==> config.mk <==
export PLATFORM = sky130hd
export DESIGN_NAME = arp_rx_parser_flat
export DESIGN_NICKNAME = d
export VERILOG_FILES = /design/src/rtl/arp_rx_parser_if.sv /design/src/rtl/arp_rx_parser.sv /design/src/flat_wrapper.sv
export SDC_FILE = /design/constraint.sdc
export NUM_CORES = 1
export LEC_CHECK = 0
export CAP_MARGIN = 20
export CORE_MARGIN = 2
export CORE_UTILIZATION = 45
export CTS_BUF_LIST = sky130_fd_sc_hd__clkbuf_4 sky130_fd_sc_hd__clkbuf_8
export DETAILED_ROUTE_END_ITERATION = 10
export PLACE_DENSITY = 0.83
export SETUP_SLACK_MARGIN = 0.05
export SYNTH_ARGS = -nofsm -noshare
export SYNTH_HDL_FRONTEND = slang
export SYNTH_SLANG_ARGS = --single-unit
==> constraint.sdc <==
create_clock -name clk -period 14.4 [get_ports clk]
set_input_delay 2.16 -clock clk [delete_from_list [all_inputs] [get_ports clk]]
set_output_delay 2.16 -clock clk [all_outputs]
set_load 0.02 [all_outputs]
==> src/rtl/arp_rx_parser_if.sv <==
// -----------------------------------------------------------------------------
// arp_rx_parser_if
//   Bundles everything the ARP receive parser exchanges with its surroundings
//   except clock and reset.
//
//   Handshake semantics: the GMII side has no back-pressure. gmii_rxdv=1 marks
//   a valid byte on gmii_rxd in that cycle. Within a frame, gmii_rxdv=0 ends
//   the frame. arp_rx_done is a single-cycle strobe with no ready. The
//   arp_rx_type/grat/idx and source_mac/ip result fields are valid from the
//   strobe onward and are held until the next accepted frame.
//
//   Signals
//     local_mac    station MAC (first byte on the wire in [47:40])
//     local_ip     N_IP local IPv4 addresses, entry i at [32i+31:32i]
//     ip_valid     per-entry enable for local_ip
//     gmii_rxdv    GMII receive data valid
//     gmii_rxd     GMII receive byte
//     arp_rx_done  one-cycle pulse per accepted ARP frame
//     arp_rx_type  0 = request, 1 = reply
//     arp_rx_grat  accepted frame was gratuitous with no local match
//     arp_rx_idx   matched local_ip index (0 when no match)
//     source_mac   sender hardware address of the last accepted frame
//     source_ip    sender protocol address of the last accepted frame
//     arp_drop_cnt saturating count of ARP frames that were not accepted
//     dbg_state    current parser FSM state encoding
//
//   Modports
//     master : the environment (GMII source, configuration, result sink)
//     slave  : the parser
// -----------------------------------------------------------------------------
interface arp_rx_parser_if #(
  parameter int N_IP  = 4,
  parameter int IDX_W = 2,
  parameter int CNT_W = 16
);
  logic [47:0]        local_mac;
  logic [32*N_IP-1:0] local_ip;
  logic [N_IP-1:0]    ip_valid;
  logic               gmii_rxdv;
  logic [7:0]         gmii_rxd;
  logic               arp_rx_done;
  logic               arp_rx_type;
  logic               arp_rx_grat;
  logic [IDX_W-1:0]   arp_rx_idx;
  logic [47:0]        source_mac;
  logic [31:0]        source_ip;
  logic [CNT_W-1:0]   arp_drop_cnt;
  logic [2:0]         dbg_state;

  modport master (
    output local_mac, local_ip, ip_valid, gmii_rxdv, gmii_rxd,
    input  arp_rx_done, arp_rx_type, arp_rx_grat, arp_rx_idx,
    input  source_mac, source_ip, arp_drop_cnt, dbg_state
  );

  modport slave (
    input  local_mac, local_ip, ip_valid, gmii_rxdv, gmii_rxd,
    output arp_rx_done, arp_rx_type, arp_rx_grat, arp_rx_idx,
    output source_mac, source_ip, arp_drop_cnt, dbg_state
  );
endinterface

==> src/rtl/arp_rx_parser.sv <==
// -----------------------------------------------------------------------------
// arp_rx_parser
//   GMII-side ARP receive parser. It walks preamble/SFD, the Ethernet header,
//   an optional single 802.1Q tag and the 28-byte ARP body. It validates every
//   ARP header field and matches TPA against N_IP enabled local addresses.
//   Accepted frames produce a one-cycle done strobe plus held result fields.
//   Frames that reached the ARP body but were not accepted bump a saturating
//   drop counter.
//
//   Ports
//     clk  clock
//     rst  asynchronous, active-high reset; the parser leaves reset in
//          WAIT_END so a frame already in flight is ignored
//     bus  arp_rx_parser_if.slave (GMII input, configuration, results)
//
//   Parameters
//     N_IP        number of local IPv4 addresses (1..16)
//     VLAN_EN     1 = skip one 802.1Q tag, 0 = treat 0x8100 as non-ARP
//     ACCEPT_GRAT 1 = accept gratuitous ARP (SPA==TPA) with no local match
//     CNT_W       drop counter width
// -----------------------------------------------------------------------------
module arp_rx_parser #(
  parameter int N_IP        = 4,
  parameter bit VLAN_EN     = 1'b1,
  parameter bit ACCEPT_GRAT = 1'b1,
  parameter int CNT_W       = 16
) (
  input logic            clk,
  input logic            rst,
  arp_rx_parser_if.slave bus
);
  localparam int IDX_W = (N_IP > 1) ? $clog2(N_IP) : 1;

  typedef enum logic [2:0] {
    S_IDLE     = 3'd0,
    S_PRE      = 3'd1,
    S_ETH      = 3'd2,
    S_VLAN     = 3'd3,
    S_ARP      = 3'd4,
    S_WAIT_END = 3'd5
  } state_t;

  state_t           r_state;
  state_t           w_state_next;
  logic [4:0]       r_cnt;
  logic [4:0]       w_cnt_next;

  // Header tracking
  logic             r_ucast_ok;
  logic             r_bcast_ok;
  logic [7:0]       r_type_hi;
  logic             r_hdr_ok;
  logic             r_oper;
  logic [47:0]      r_sha;
  logic [31:0]      r_spa;
  logic [23:0]      r_tpa;

  // Result registers
  logic             r_done;
  logic             r_type;
  logic             r_grat;
  logic [IDX_W-1:0] r_idx;
  logic [47:0]      r_smac;
  logic [31:0]      r_sip;
  logic [CNT_W-1:0] r_drop_cnt;

  // Combinational helpers
  logic [7:0]       w_mac_byte;
  logic             w_byte_ok;
  logic [15:0]      w_etype;
  logic [31:0]      w_tpa;
  logic             w_match;
  logic [IDX_W-1:0] w_match_idx;
  logic             w_self_grat;
  logic             w_accept;
  logic             w_drop;

  // local_mac byte expected at Ethernet byte position r_cnt (0..5).
  always_comb begin
    case (r_cnt[2:0])
      3'd0:    w_mac_byte = bus.local_mac[47:40];
      3'd1:    w_mac_byte = bus.local_mac[39:32];
      3'd2:    w_mac_byte = bus.local_mac[31:24];
      3'd3:    w_mac_byte = bus.local_mac[23:16];
      3'd4:    w_mac_byte = bus.local_mac[15:8];
      default: w_mac_byte = bus.local_mac[7:0];
    endcase
  end

  // Fixed ARP header bytes 0-7: HTYPE=1, PTYPE=0x0800, HLEN=6, PLEN=4, OPER 1/2.
  always_comb begin
    w_byte_ok = 1'b1;
    case (r_cnt)
      5'd0:    w_byte_ok = (bus.gmii_rxd == 8'h00);
      5'd1:    w_byte_ok = (bus.gmii_rxd == 8'h01);
      5'd2:    w_byte_ok = (bus.gmii_rxd == 8'h08);
      5'd3:    w_byte_ok = (bus.gmii_rxd == 8'h00);
      5'd4:    w_byte_ok = (bus.gmii_rxd == 8'h06);
      5'd5:    w_byte_ok = (bus.gmii_rxd == 8'h04);
      5'd6:    w_byte_ok = (bus.gmii_rxd == 8'h00);
      5'd7:    w_byte_ok = (bus.gmii_rxd == 8'h01) || (bus.gmii_rxd == 8'h02);
      default: w_byte_ok = 1'b1;
    endcase
  end

  assign w_etype     = {r_type_hi, bus.gmii_rxd};
  assign w_tpa       = {r_tpa, bus.gmii_rxd};
  assign w_self_grat = (r_spa == w_tpa);

  // Lowest enabled index wins: scan from the top so lower hits overwrite.
  always_comb begin
    w_match     = 1'b0;
    w_match_idx = '0;
    for (int i = N_IP - 1; i >= 0; i--) begin
      if (bus.ip_valid[i] && (bus.local_ip[32*i +: 32] == w_tpa)) begin
        w_match     = 1'b1;
        w_match_idx = IDX_W'(i);
      end
    end
  end

  // Next-state logic. r_cnt is the byte index within the current section.
  always_comb begin
    w_state_next = r_state;
    w_cnt_next   = r_cnt;
    w_accept     = 1'b0;
    w_drop       = 1'b0;
    case (r_state)
      S_IDLE: begin
        if (bus.gmii_rxdv) begin
          w_cnt_next   = '0;
          w_state_next = (bus.gmii_rxd == 8'h55) ? S_PRE : S_WAIT_END;
        end
      end
      S_PRE: begin
        if (!bus.gmii_rxdv) begin
          w_state_next = S_IDLE;
        end else if ((r_cnt < 5'd6) && (bus.gmii_rxd == 8'h55)) begin
          w_cnt_next = r_cnt + 5'd1;
        end else if ((r_cnt == 5'd6) && (bus.gmii_rxd == 8'hD5)) begin
          w_cnt_next   = '0;
          w_state_next = S_ETH;
        end else begin
          w_state_next = S_WAIT_END;
        end
      end
      S_ETH: begin
        if (!bus.gmii_rxdv) begin
          w_state_next = S_IDLE;
        end else begin
          w_cnt_next = r_cnt + 5'd1;
          // Destination MAC flags cover bytes 0-5 by the time byte 6 arrives.
          if ((r_cnt == 5'd6) && !(r_ucast_ok || r_bcast_ok)) begin
            w_state_next = S_WAIT_END;
          end else if (r_cnt == 5'd13) begin
            w_cnt_next = '0;
            if (w_etype == 16'h0806) begin
              w_state_next = S_ARP;
            end else if (VLAN_EN && (w_etype == 16'h8100)) begin
              w_state_next = S_VLAN;
            end else begin
              w_state_next = S_WAIT_END;
            end
          end
        end
      end
      S_VLAN: begin
        if (!bus.gmii_rxdv) begin
          w_state_next = S_IDLE;
        end else if (r_cnt == 5'd3) begin
          w_cnt_next   = '0;
          w_state_next = (w_etype == 16'h0806) ? S_ARP : S_WAIT_END;
        end else begin
          w_cnt_next = r_cnt + 5'd1;
        end
      end
      S_ARP: begin
        if (!bus.gmii_rxdv) begin
          // Truncated ARP body still counts as a dropped ARP frame.
          w_drop       = 1'b1;
          w_state_next = S_IDLE;
        end else if (r_cnt == 5'd27) begin
          w_state_next = S_WAIT_END;
          // Header checks all live in bytes 0-7, so r_hdr_ok is final here.
          if (r_hdr_ok && (w_match || (ACCEPT_GRAT && w_self_grat))) begin
            w_accept = 1'b1;
          end else begin
            w_drop = 1'b1;
          end
        end else begin
          w_cnt_next = r_cnt + 5'd1;
        end
      end
      S_WAIT_END: begin
        if (!bus.gmii_rxdv) begin
          w_state_next = S_IDLE;
        end
      end
      default: w_state_next = S_WAIT_END;
    endcase
  end

  // State register
  always_ff @(posedge clk or posedge rst) begin
    if (rst) begin
      r_state <= S_WAIT_END;
      r_cnt   <= '0;
    end else begin
      r_state <= w_state_next;
      r_cnt   <= w_cnt_next;
    end
  end

  // Header capture and result registers
  always_ff @(posedge clk or posedge rst) begin
    if (rst) begin
      r_ucast_ok <= 1'b0;
      r_bcast_ok <= 1'b0;
      r_type_hi  <= '0;
      r_hdr_ok   <= 1'b0;
      r_oper     <= 1'b0;
      r_sha      <= '0;
      r_spa      <= '0;
      r_tpa      <= '0;
      r_done     <= 1'b0;
      r_type     <= 1'b0;
      r_grat     <= 1'b0;
      r_idx      <= '0;
      r_smac     <= '0;
      r_sip      <= '0;
      r_drop_cnt <= '0;
    end else begin
      r_done <= w_accept;

      // Arm the destination MAC comparators while in preamble.
      if (r_state == S_PRE) begin
        r_ucast_ok <= 1'b1;
        r_bcast_ok <= 1'b1;
      end

      if (bus.gmii_rxdv) begin
        case (r_state)
          S_ETH: begin
            if (r_cnt < 5'd6) begin
              r_ucast_ok <= r_ucast_ok & (bus.gmii_rxd == w_mac_byte);
              r_bcast_ok <= r_bcast_ok & (bus.gmii_rxd == 8'hFF);
            end
            if (r_cnt == 5'd12) begin
              r_type_hi <= bus.gmii_rxd;
            end
            r_hdr_ok <= 1'b1;
          end
          S_VLAN: begin
            if (r_cnt == 5'd2) begin
              r_type_hi <= bus.gmii_rxd;
            end
            r_hdr_ok <= 1'b1;
          end
          S_ARP: begin
            r_hdr_ok <= r_hdr_ok & w_byte_ok;
            if (r_cnt == 5'd7) begin
              r_oper <= bus.gmii_rxd[1];  // OPER 2 (reply) -> 1
            end
            if ((r_cnt >= 5'd8) && (r_cnt <= 5'd13)) begin
              r_sha <= {r_sha[39:0], bus.gmii_rxd};
            end
            if ((r_cnt >= 5'd14) && (r_cnt <= 5'd17)) begin
              r_spa <= {r_spa[23:0], bus.gmii_rxd};
            end
            if ((r_cnt >= 5'd24) && (r_cnt <= 5'd26)) begin
              r_tpa <= {r_tpa[15:0], bus.gmii_rxd};
            end
          end
          default: ;
        endcase
      end

      if (w_accept) begin
        r_type <= r_oper;
        r_grat <= !w_match;
        r_idx  <= w_match_idx;  // already 0 when there is no match
        r_smac <= r_sha;
        r_sip  <= r_spa;
      end

      if (w_drop && (r_drop_cnt != {CNT_W{1'b1}})) begin
        r_drop_cnt <= r_drop_cnt + CNT_W'(1);
      end
    end
  end

  assign bus.arp_rx_done  = r_done;
  assign bus.arp_rx_type  = r_type;
  assign bus.arp_rx_grat  = r_grat;
  assign bus.arp_rx_idx   = r_idx;
  assign bus.source_mac   = r_smac;
  assign bus.source_ip    = r_sip;
  assign bus.arp_drop_cnt = r_drop_cnt;
  assign bus.dbg_state    = r_state;
endmodule

==> src/flat_wrapper.sv <==
// flat-port wrapper written by rule: the top's interface ports become plain ports
module arp_rx_parser_flat 
#(
  parameter int N_IP        = 4,
  parameter bit VLAN_EN     = 1'b1,
  parameter bit ACCEPT_GRAT = 1'b1,
  parameter int CNT_W       = 16
)
  (clk, rst, bus_local_mac, bus_local_ip, bus_ip_valid, bus_gmii_rxdv, bus_gmii_rxd, bus_arp_rx_done, bus_arp_rx_type, bus_arp_rx_grat, bus_arp_rx_idx, bus_source_mac, bus_source_ip, bus_arp_drop_cnt, bus_dbg_state);
  arp_rx_parser_if #(.N_IP(N_IP), .IDX_W(2), .CNT_W(CNT_W)) bus_i ();
  input logic clk;
  input logic rst;
  input wire logic [$bits(bus_i.local_mac)-1:0] bus_local_mac;
  input wire logic [$bits(bus_i.local_ip)-1:0] bus_local_ip;
  input wire logic [$bits(bus_i.ip_valid)-1:0] bus_ip_valid;
  input wire logic [$bits(bus_i.gmii_rxdv)-1:0] bus_gmii_rxdv;
  input wire logic [$bits(bus_i.gmii_rxd)-1:0] bus_gmii_rxd;
  output wire logic [$bits(bus_i.arp_rx_done)-1:0] bus_arp_rx_done;
  output wire logic [$bits(bus_i.arp_rx_type)-1:0] bus_arp_rx_type;
  output wire logic [$bits(bus_i.arp_rx_grat)-1:0] bus_arp_rx_grat;
  output wire logic [$bits(bus_i.arp_rx_idx)-1:0] bus_arp_rx_idx;
  output wire logic [$bits(bus_i.source_mac)-1:0] bus_source_mac;
  output wire logic [$bits(bus_i.source_ip)-1:0] bus_source_ip;
  output wire logic [$bits(bus_i.arp_drop_cnt)-1:0] bus_arp_drop_cnt;
  output wire logic [$bits(bus_i.dbg_state)-1:0] bus_dbg_state;
  assign bus_i.local_mac = bus_local_mac;
  assign bus_i.local_ip = bus_local_ip;
  assign bus_i.ip_valid = bus_ip_valid;
  assign bus_i.gmii_rxdv = bus_gmii_rxdv;
  assign bus_i.gmii_rxd = bus_gmii_rxd;
  assign bus_arp_rx_done = bus_i.arp_rx_done;
  assign bus_arp_rx_type = bus_i.arp_rx_type;
  assign bus_arp_rx_grat = bus_i.arp_rx_grat;
  assign bus_arp_rx_idx = bus_i.arp_rx_idx;
  assign bus_source_mac = bus_i.source_mac;
  assign bus_source_ip = bus_i.source_ip;
  assign bus_arp_drop_cnt = bus_i.arp_drop_cnt;
  assign bus_dbg_state = bus_i.dbg_state;
  arp_rx_parser #(.N_IP(N_IP), .VLAN_EN(VLAN_EN), .ACCEPT_GRAT(ACCEPT_GRAT), .CNT_W(CNT_W)) u_core (.clk(clk), .rst(rst), .bus(bus_i));
endmodule
==> results of run 1 <==
[report_power, final]
group	leakage, nW	total [mW]	switching [mW]	internal [mW]
registers	3.12	0.693	0.0381	0.655
logic	3.55	0.359	0.188	0.172
clock network	0.434	0.611	0.254	0.356
total	7.10	1.66	0.480	1.18
[registers in the layout, indices dropped and copies added, names as in the netlist]
signal / cells
u_core.r_tpa: 24
u_core.r_sha: 48
u_core.r_cnt: 5
u_core.r_bcast_ok: 1
u_core.r_oper: 1
u_core.bus.arp_rx_type: 1
u_core.r_ucast_ok: 1
u_core.bus.arp_rx_idx: 2
u_core.bus.arp_rx_done: 1
u_core.bus.dbg_state: 3
u_core.bus.source_ip: 32
u_core.bus.arp_drop_cnt: 16
u_core.r_spa: 32
u_core.r_type_hi: 8
u_core.r_hdr_ok: 1
u_core.bus.source_mac: 48
u_core.bus.arp_rx_grat: 1
[worst min-delay path, cell delays in order, from the launching register on]
cell and delay, ns:
dfrtp_1 0.34, nand2_1 0.05, o21ai_0 0.06
[per-stage QoR]
stage / power (mW) / cell area, sq um / cells / setup WS, ns
after CTS: 1.673 / 15530 / 1597 / 8.746
after detailed placement: 1.058 / 14700 / 1530 / 8.189
final: 1.662 / 15550 / 1598 / 8.589
after global placement: 1.054 / 14700 / 1530 / 8.266
after global routing: 1.745 / 15550 / 1598 / 8.475
after floorplan: 0.9140 / 11580 / 969 / 6.080
[metal layers]
| metal | global-route usage [%] | vias to the layer above | wire [um] |
|---|---|---|---|
| met5 | 0 | - | 0 |
| met1 | 31.67 | 4381 | 13770 |
| li1 | - | 3995 | - |
| met3 | 6.580 | 70 | 2951 |
| met4 | 8.854 | 0 | 1041 |
| met2 | 43.53 | 389 | 16770 |
[synth_stat cells (all sizes together) (2+ instances only)]
cell type	number	area [sq um]
dfrtp	223	5580
mux2	194	2233
xnor2	110	963.4
xor2	71	621.9
buf	39	211.5
nand2	34	127.6
clkbuf	33	123.9
nand4	32	206.5
o21ai	29	145.1
nor2	26	97.59
nor4	24	150.1
nand3	23	115.1
nor3	13	65.06
inv	11	41.29
and3	10	62.56
a222oi	8	80.08
a22oi	8	60.06
o211ai	8	60.06
a21oi	7	35.03
ha	6	75.07
nor2b	5	31.28
a21o	4	30.03
o41ai	4	35.03
or3	4	25.02
nand2b	3	18.77
nor3b	3	22.52
o22ai	3	18.77
and4	2	17.52
dfstp	2	52.55
nor4bb	2	20.02
o2111ai	2	35.04
o22a	2	17.52
or2	2	12.52
or4	2	15.01
[cell families (layout without fill, tap and decap cells)]
group / Yosys count / after routing / synth area share [%]
flip-flops: 225 / 225 / 48.64
multiplexers: 195 / 195 / 19.37
AND/OR/NAND/NOR: 190 / 190 / 8.882
XOR/XNOR: 181 / 181 / 13.69
AO/OA/AOI/OAI: 88 / 88 / 5.478
buffers and inverters: 84 / 383 / 3.285
adder cells (fa/ha/maj): 6 / 6 / 0.6483
[cell type report]
| cell class | count | area [sq um] | area share (%) |
|---|---|---|---|
| Clock buffer | 62 | 772.0 | 4.963 |
| Clock inverter | 5 | 55.05 | 0.3540 |
| Inverter | 12 | 52.55 | 0.3379 |
| Multi-Input combinational cell | 660 | 5590 | 35.94 |
| Sequential cell | 225 | 5633 | 36.22 |
| Tap cell | 330 | 412.9 | 2.655 |
| Timing Repair Buffer | 304 | 3038 | 19.53 |
[path summary, 6_finish.rpt]
| check | startpoint | endpoint |
|---|---|---|
| min in group asynchronous | rst | u_core.bus.source_mac[40] |
| hold / removal | u_core.bus.arp_rx_idx[1] | u_core.bus.arp_rx_idx[1] |
| max in group asynchronous | rst | u_core.bus.source_mac[4] |
| setup reg to reg | u_core.r_tpa[3] | u_core.bus.source_mac[9] |
| setup / recovery | bus_gmii_rxd[2] | u_core.bus.source_mac[9] |
| hold reg to reg | u_core.bus.arp_rx_idx[1] | u_core.bus.arp_rx_idx[1] |
==> out/qor.tcl, run 1 <==
set qor(period_share_pct) 40.35
set qor(synth_nets) 1166
set qor(worst_ir_drop_vdd_mv) 0.08035
set qor(die_width_um) 164.4
set qor(power-per-cell-area_mw_per_mm2) 106.9
set qor(floorplan.io_pins) 295
set qor(cts_root_buffer) {clkbuf_8}
set qor(avg_cell_area_syn_sq_um) 11.95
set qor(run_status) {finished clean}
set qor(clkSlewWorstSetupHoldPaths_ns) 0.06
set qor(critical_path_required_ns) 14.79
set qor(cts_tree) {yes}
set qor(synth.yosys.seq_area_share_pct) 48.64
set qor(finalHoldWorstSlack_ns) 0.4850
set qor(antennaDiodeCount) 0
set qor(timing.critical_path.fanout_max) 63
set qor(cp_num_cells) 9
set qor(final-setup-viol-count) 0
set qor(floorplan.rows) 58
set qor(clk-insertion-delay-late_ns) 0.53
set qor(portBuffers) 294
set qor(syn_to_final_growth_pct) 34.32
set qor(max-clock-path-buffers) 3
set qor(timing_worst_setup_path_type) {input pin to flip-flop}
set qor(power.static_leakage_nw) 7.099
set qor(cts_hold_buf) 0
set qor(synth-main-ff-cell) {dfrtp_1}
set qor(most_common_cell_after_layout_fill_and_taps_aside) {clkdlybuf4s50_1}
set qor(floorplan.core_area_sq_mm) 0.02525
set qor(final-hold-violation-count) 0
set qor(worst_setup_slack_for_register_to_register_paths_ns) 10.41
set qor(syn_area_sq_mm) 0.01158
set qor(critPathBufInv) 2
set qor(route.antenna.remaining_nets) 0
set qor(max_slew_violation_count) 0
set qor(finalWeightedCongestion) 0.9871
set qor(via_count) 8835
set qor(r2r_cells) 8
set qor(ctsResizeCount) 0
set qor(cp.arrival_ns) 6.20
set qor(timing.fmax_mhz) 172.1
set qor(first_pass_grt_wire_length_um) 52730
set qor(wirelength_um) 34530
set qor(post_drt_via_cell_ratio) 5.529
set qor(grt_usage_pct) 25.58
set qor(proportion_of_register_bits_with_asynchronous_set_or_reset_after_synthesis_pct) 100.0
set qor(yosysUniqueCellTypes) 61
set qor(post_synth_inst_count) 969
set qor(final_cell_mix) {clkdlybuf4s50_1, dfrtp_1, mux2_2}
set qor(crit_path_max_delay_cell_type) {clkdlybuf4s50_1}
set qor(overflow_after_grt) 0
set qor(layout-drive-gt1-share_pct) 22.40
set qor(hold_class) {flip-flop to flip-flop}
set qor(maximum_number_of_pins_on_one_net_before_global_route_repair) 148
set qor(cp-start-kind) {input pin}
set qor(floorplan.die_area_sq_mm) 0.02703
set qor(synth-seq-cells) 225
set qor(floorplan.initialDensity_pct) 45.85
set qor(post-cts-setup-buffers) 0
set qor(drt-initial-drc-count) 659
set qor(synthesis.yosys.warnings) 0
set qor(timing.clock.skew_ns) 0.02953
set qor(cpPeakStageDelay_ns) 0.85
set qor(fin_tns_setup_ns) 0
set qor(fp.dieH_um) 164.4
set qor(drtPass1Iterations) 6
set qor(numCtsBuffers) 38
set qor(crit_path_cell_trace) {clkdlybuf4s50_1 > xnor2_1 > nand4_1 > nor4_1 > nand3_1 > nand4_2 > o2111ai_4 > buf_4 > mux2_4}
set qor(grt_pass1_vias) 9166
set qor(relSlewSlack_pct) 27.77
set qor(h-tree-depth) 2
set qor(timing_worst_slew_pin_value_ns) 1.081
set qor(antenna_found_initial) 0
set qor(whs_path_depth) 2
set qor(crit_path_end_kind) {flip-flop}
set qor(final.fill_count) 1999
set qor(maxCapViolCount) 0
set qor(remaining_routing_drc_violations) 0
set qor(crit_family) {buffers and inverters}
set qor(cts_sinks) 225
set qor(fin_util_pct) 61.59
set qor(grt_setup_unrepaired) {false}
set qor(synth_enable_flop_cells) 0
set qor(nets) 1438
set qor(wire_length_per_cell_um) 21.61
set qor(detailed_place_hpwl_um) 24630
set qor(finalWorstPathRequiredPeriod_ns) 5.811
(Power assumes the default switching activity.)
==> run 2, diff against run 1 <==
Clock period 14.4 ns to 5.9 ns, I/O delays scaled along.
==> out/qor.tcl, run 2 (synthesized netlist as in run 1, its figures left out) <==
set qor(cp.arrival_ns) 4.33 ;# -1.87 ns
set qor(cts_tree) {yes}
set qor(worst_setup_slack_for_register_to_register_paths_ns) 2.25 ;# -8.16 ns
set qor(finalWorstPathRequiredPeriod_ns) 3.944
set qor(period_share_pct) 66.85
set qor(grt_pass1_vias) 9265 ;# +1.1%
set qor(maxCapViolCount) 0 ;# unchanged
set qor(antennaDiodeCount) 0 ;# unchanged
set qor(syn_to_final_growth_pct) 34.33 ;# about the same
set qor(critical_path_required_ns) 6.29 ;# -8.50 ns
set qor(timing_worst_setup_path_type) {input pin to flip-flop}
set qor(antenna_found_initial) 0 ;# unchanged
set qor(floorplan.rows) 58 ;# unchanged
set qor(r2r-start) {u_core.r_tpa[1]}
set qor(placed_cell_area_sq_mm) 0.01476 ;# +0.43%
set qor(floorplan.core_area_sq_mm) 0.02525 ;# unchanged
set qor(critical_path.endpoint) {u_core.bus.source_mac[41]}
set qor(floorplan.io_pins) 295 ;# unchanged
set qor(hold_class) {flip-flop to flip-flop}
set qor(clkSlewWorstSetupHoldPaths_ns) 0.06 ;# about the same
set qor(finalHoldWorstSlack_ns) 0.4869 ;# +0.001889 ns
set qor(power-per-cell-area_mw_per_mm2) 256.7 ;# +140%
set qor(cp-start-kind) {input pin}
set qor(h-tree-depth) 2 ;# unchanged
set qor(timing.critical_path.fanout_max) 76 ;# +21%
set qor(overflow_after_grt) 0 ;# unchanged
set qor(placement.setup.worst_slack_ns) 1.554 ;# -6.635 ns
set qor(drt-initial-drc-count) 571 ;# -13%
set qor(cts_root_buffer) {clkbuf_8}
set qor(via_count) 8929 ;# +1.1%
set qor(cts_hold_buf) 0 ;# unchanged
set qor(met3RoutedLength_um) 3059 ;# +3.7%
set qor(power.static_leakage_nw) 7.100 ;# about the same
set qor(crit_path_end_kind) {flip-flop}
set qor(ctsResizeCount) 0 ;# unchanged
set qor(post-cts-setup-buffers) 0 ;# unchanged
set qor(crit_path_start) {bus_gmii_rxd[3]}
set qor(r2r_cells) 8 ;# unchanged
set qor(run_status) {finished clean}
set qor(clk-insertion-delay-late_ns) 0.52 ;# about the same
set qor(nets) 1442 ;# +0.28%
set qor(max_slew_violation_count) 0 ;# unchanged
set qor(floorplan.initialDensity_pct) 45.85 ;# unchanged
set qor(remaining_routing_drc_violations) 0 ;# unchanged
set qor(route.antenna.remaining_nets) 0 ;# unchanged
set qor(relSlewSlack_pct) 34.97 ;# +7.2 points
set qor(timing_worst_slew_pin_value_ns) 0.9690 ;# -0.1121 ns
set qor(finalWeightedCongestion) 0.9384 ;# -4.9%
set qor(first_pass_grt_wire_length_um) 52320 ;# -0.79%
set qor(wl_met1_um) 13550 ;# -1.6%
set qor(final-hold-violation-count) 0 ;# unchanged
set qor(final.fill_count) 2004 ;# +0.25%
set qor(portBuffers) 294 ;# unchanged
set qor(timing.fmax_mhz) 253.5
set qor(drtPass1Iterations) 5 ;# -1
set qor(timing.clock.skew_ns) 0.01981 ;# -0.009719 ns
set qor(worst_ir_drop_vdd_mv) 0.1430 ;# +78%
set qor(detailed_place_hpwl_um) 25170 ;# +2.2%
set qor(final_cell_mix) {clkdlybuf4s50_1, dfrtp_1, mux2_2}
set qor(dpl.cell_count) 1536 ;# +0.39%
set qor(grt_usage_pct) 25.42 ;# -0.16 points
set qor(stdcell_count) 1601 ;# +0.19%
set qor(wire_length_per_cell_um) 21.77 ;# +0.73%
set qor(cts_sinks) 225 ;# unchanged
set qor(reg2reg_to) {u_core.bus.source_mac[41]}
set qor(grt_setup_unrepaired) {false}
set qor(most_common_cell_after_layout_fill_and_taps_aside) {clkdlybuf4s50_1}
set qor(numCtsBuffers) 37 ;# -2.6%
set qor(timing.final.ws_setup_ns) 1.956 ;# -6.634 ns
set qor(wirelength_um) 34850 ;# +0.92%
set qor(fp.dieH_um) 164.4 ;# unchanged
set qor(fin_tns_setup_ns) 0 ;# unchanged
set qor(maxUsedRoutingLayer) {met4}
set qor(die_width_um) 164.4 ;# unchanged
set qor(maximum_number_of_pins_on_one_net_before_global_route_repair) 134 ;# -9.5%
set qor(post_drt_via_cell_ratio) 5.577 ;# +0.87%
set qor(met2_length_um) 16510 ;# -1.6%
set qor(post_route_design_area_sq_mm) 0.01555 ;# about the same
set qor(max-clock-path-buffers) 3 ;# unchanged
set qor(layout-drive-gt1-share_pct) 22.58 ;# +0.18 points
set qor(floorplan.die_area_sq_mm) 0.02703 ;# unchanged
set qor(final-setup-viol-count) 0 ;# unchanged
run 2: area by class of cell:
| cell class | count | area, sq um | share of cell area, % |
|---|---|---|---|
| flip-flops and latches | 225 | 5633 | 36.21 |
| multi-input cells | 660 | 5583 | 35.89 |
| repair buffers | 309 | 3084 | 19.83 |
| clock buffers | 59 | 755.7 | 4.858 |
| well taps | 330 | 412.9 | 2.654 |
| inverters | 12 | 48.80 | 0.3137 |
| clock inverters | 6 | 37.54 | 0.2413 |
run 2: worst min-delay path by stage:
stage | cells past startpoint | startpoint | endpoint | slack [ns]
after floorplan | 2 | u_core.r_type_hi[2] | u_core.r_type_hi[2] | 0.45
after global placement | 2 | u_core.r_type_hi[2] | u_core.r_type_hi[2] | 0.47
after detailed placement | 2 | u_core.r_type_hi[2] | u_core.r_type_hi[2] | 0.48
after CTS | 2 | u_core.r_type_hi[2] | u_core.r_type_hi[2] | 0.49
after global routing | 1 | u_core.bus.arp_drop_cnt[7] | u_core.bus.arp_drop_cnt[7] | 0.50
final | 1 | u_core.bus.arp_drop_cnt[7] | u_core.bus.arp_drop_cnt[7] | 0.49
run 2: per-layer routing:
metal,global-route usage (%),vias up
met2,42.32,442
met1,31.34,4373
met4,12.33,0
li1,-,4002
met3,5.751,112
met5,0,-
run 2: where the power goes:
part           total [mW]  switching (mW)  internal [mW]
clock                1.42           0.611          0.813
combinational       0.878           0.457          0.421
sequential           1.69          0.0923           1.60
run 2: worst max-delay path, cell delays in order:
cell	delay (ns)
clkdlybuf4s50_1	0.68
xor2_1	0.27
nor4_1	0.44
nand3_1	0.23
or4_1	0.48
nand4_2	0.21
o2111ai_4	0.31
buf_12	0.32
mux2_2	0.37
run 2: through the flow:
step / util (%) / power, mW
floorplan: - / 2.231
global placement: 58.41 / 2.582
detailed placement: 58.45 / 2.592
CTS: 61.59 / 4.018
global route: 61.59 / 4.180
finish: 61.59 / 3.992
==> run 3, diff against run 2 <==
Settings changed: PLACE_DENSITY 0.83 to 0.86.
Clock period 5.9 ns to 3.35 ns, I/O delays scaled along.
==> out/qor.tcl, run 3 (synthesized netlist as in run 1, its figures left out) <==
set qor(placement.setup.worst_slack_ns) -0.1786 ;# -1.733 ns
set qor(ctsResizeCount) 0 ;# unchanged
set qor(fin_total_pwr_mw) 6.907 ;# +73%
set qor(relSlewSlack_pct) 45.56 ;# +11 points
set qor(post_route_design_area_sq_mm) 0.01587 ;# +2.0%
set qor(max-clock-path-buffers) 3 ;# unchanged
set qor(crit_path_end_kind) {flip-flop}
set qor(hold_class) {input pin to async pin}
set qor(power.static_leakage_nw) 7.301 ;# +2.8%
set qor(run_status) {finished clean}
set qor(grt_setup_unrepaired) {false}
set qor(remaining_routing_drc_violations) 0 ;# unchanged
set qor(combPwrFrac_pct) 22.6 ;# +0.6 points
set qor(cts_tree) {yes}
set qor(power.sequential.fraction_pct) 42.9 ;# +0.6 points
set qor(total_switching_power_mw) 1.950 ;# +68%
set qor(drt-initial-drc-count) 661 ;# +16%
set qor(cts_hold_buf) 0 ;# unchanged
set qor(h-tree-depth) 2 ;# unchanged
set qor(fin_tns_setup_ns) 0 ;# unchanged
set qor(wirelength_um) 34090 ;# -2.2%
set qor(post-cts-setup-buffers) 0 ;# unchanged
set qor(timing.critical_path.fanout_max) 32 ;# -58%
set qor(cts_root_buffer) {clkbuf_8}
set qor(worst_ir_drop_vdd_mv) 0.3017 ;# +110%
set qor(route.antenna.remaining_nets) 0 ;# unchanged
set qor(max_slew_violation_count) 0 ;# unchanged
set qor(floorplan.rows) 58 ;# unchanged
set qor(final_cell_mix) {clkdlybuf4s50_1, dfrtp_1, mux2_2}
set qor(final-setup-viol-count) 0 ;# unchanged
set qor(overflow_after_grt) 0 ;# unchanged
set qor(post_drt_via_cell_ratio) 5.544 ;# -0.59%
set qor(die_width_um) 164.4 ;# unchanged
set qor(layout-drive-gt1-share_pct) 24.66 ;# +2.1 points
set qor(timing.clock.skew_ns) 0.02912 ;# +0.009306 ns
set qor(clock_power_share_pct) 34.5 ;# -1.2 points
set qor(most_common_cell_after_layout_fill_and_taps_aside) {clkdlybuf4s50_1}
set qor(final.fill_count) 1941 ;# -3.1%
set qor(floorplan.core_area_sq_mm) 0.02525 ;# unchanged
set qor(finalWeightedCongestion) 0.9167 ;# -2.3%
set qor(via_count) 9070 ;# +1.6%
set qor(numCtsBuffers) 37 ;# unchanged
set qor(power.switching_fraction_pct) 28.23 ;# -0.85 points
set qor(grt_usage_pct) 25.15 ;# -0.27 points
set qor(floorplan.io_pins) 295 ;# unchanged
set qor(floorplan.die_area_sq_mm) 0.02703 ;# unchanged
set qor(grt_pass1_vias) 9412 ;# +1.6%
set qor(critical_path_required_ns) 3.73 ;# -2.56 ns
set qor(drtPass1Iterations) 5 ;# unchanged
set qor(clk-insertion-delay-late_ns) 0.52 ;# about the same
set qor(wire_length_per_cell_um) 20.84 ;# -4.3%
set qor(cp.arrival_ns) 3.45 ;# -0.88 ns
set qor(placed_cell_area_sq_mm) 0.01513 ;# +2.5%
set qor(cts_sinks) 225 ;# unchanged
set qor(cp-start-kind) {flip-flop}
set qor(nets) 1482 ;# +2.8%
set qor(fp.dieH_um) 164.4 ;# unchanged
set qor(timing_worst_slew_pin_value_ns) 0.8111 ;# -0.1579 ns
set qor(finalHoldWorstSlack_ns) 0.2953 ;# -0.1916 ns
set qor(finalWorstPathRequiredPeriod_ns) 3.068
set qor(timing.fmax_mhz) 326.0
set qor(r2r_cells) 8 ;# unchanged
set qor(period_share_pct) 91.58
set qor(power-per-cell-area_mw_per_mm2) 435.3 ;# +70%
set qor(first_pass_grt_wire_length_um) 52090 ;# -0.43%
set qor(timing_worst_setup_path_type) {flip-flop to flip-flop}
set qor(floorplan.initialDensity_pct) 45.85 ;# unchanged
set qor(antenna_found_initial) 0 ;# unchanged
set qor(detailed_place_hpwl_um) 25620 ;# +1.8%
set qor(antennaDiodeCount) 0 ;# unchanged
set qor(internal_power_contribution_mw) 4.957 ;# +75%
set qor(clkSlewWorstSetupHoldPaths_ns) 0.06 ;# about the same
set qor(maxCapViolCount) 0 ;# unchanged
set qor(portBuffers) 294 ;# unchanged
set qor(maximum_number_of_pins_on_one_net_before_global_route_repair) 81 ;# -40%
set qor(final-hold-violation-count) 0 ;# unchanged
set qor(syn_to_final_growth_pct) 37.04
set qor(timing.final.ws_setup_ns) 0.2821 ;# -1.674 ns
run 3: path summary, 6_finish.rpt:
kind                                               start                  endpoint  slack, ns
worst min register to register  u_core.bus.source_ip[29]  u_core.bus.source_ip[29]       0.50
worst max-delay path                     u_core.r_tpa[6]  u_core.bus.source_ip[31]       0.28
worst max register to register           u_core.r_tpa[6]  u_core.bus.source_ip[31]       0.28
worst min-delay path                                 rst          u_core.r_sha[40]       0.30
max in group asynchronous                            rst          u_core.r_spa[17]       2.35
min in group clk                u_core.bus.source_ip[29]  u_core.bus.source_ip[29]       0.50
run 3: final cells by class:
cell class / count / area (sq um) / share of cell area [%]
clock buffers: 57 / 721.9 / 4.549
clock inverters: 3 / 18.77 / 0.1183
inverters: 12 / 48.80 / 0.3075
multi-input cells: 660 / 5590 / 35.23
flip-flops and latches: 225 / 5633 / 35.50
well taps: 330 / 412.9 / 2.602
repair buffers: 349 / 3443 / 21.70
run 3: worst max-delay path: stages (launching register included):
cell	delay (ns)
dfrtp_1	0.55
xor2_1	0.24
nor4_1	0.36
nand4_1	0.18
or4_1	0.64
nand4_2	0.17
o2111ai_4	0.15
buf_4	0.32
mux2_4	0.34
run 3: per-layer routing:
layer	wire length [um]	up-vias	track usage, %
met5	0	-	0
met4	1296	0	10.24
met3	2565	91	5.349
met2	16510	409	43.06
met1	13710	4488	31.01
li1	-	4082	-
run 3: power groups by stage:
stage | registers, mW | clock network (mW) | logic [mW]
after floorplan | 2.97 | 0 | 0.955
after global placement | 3.00 | 0 | 1.53
after detailed placement | 3.01 | 0 | 1.56
after CTS | 2.96 | 2.45 | 1.57
after global routing | 2.98 | 2.58 | 1.72
final | 2.96 | 2.39 | 1.56
run 3: metrics by stage:
step / util, % / instances
2_1_floorplan: - / 969
3_3_place_gp: 59.90 / 1576
3_5_place_dp: 59.90 / 1576
4_1_cts: 62.84 / 1636
5_1_grt: 62.84 / 1636
6_report: 62.84 / 1636
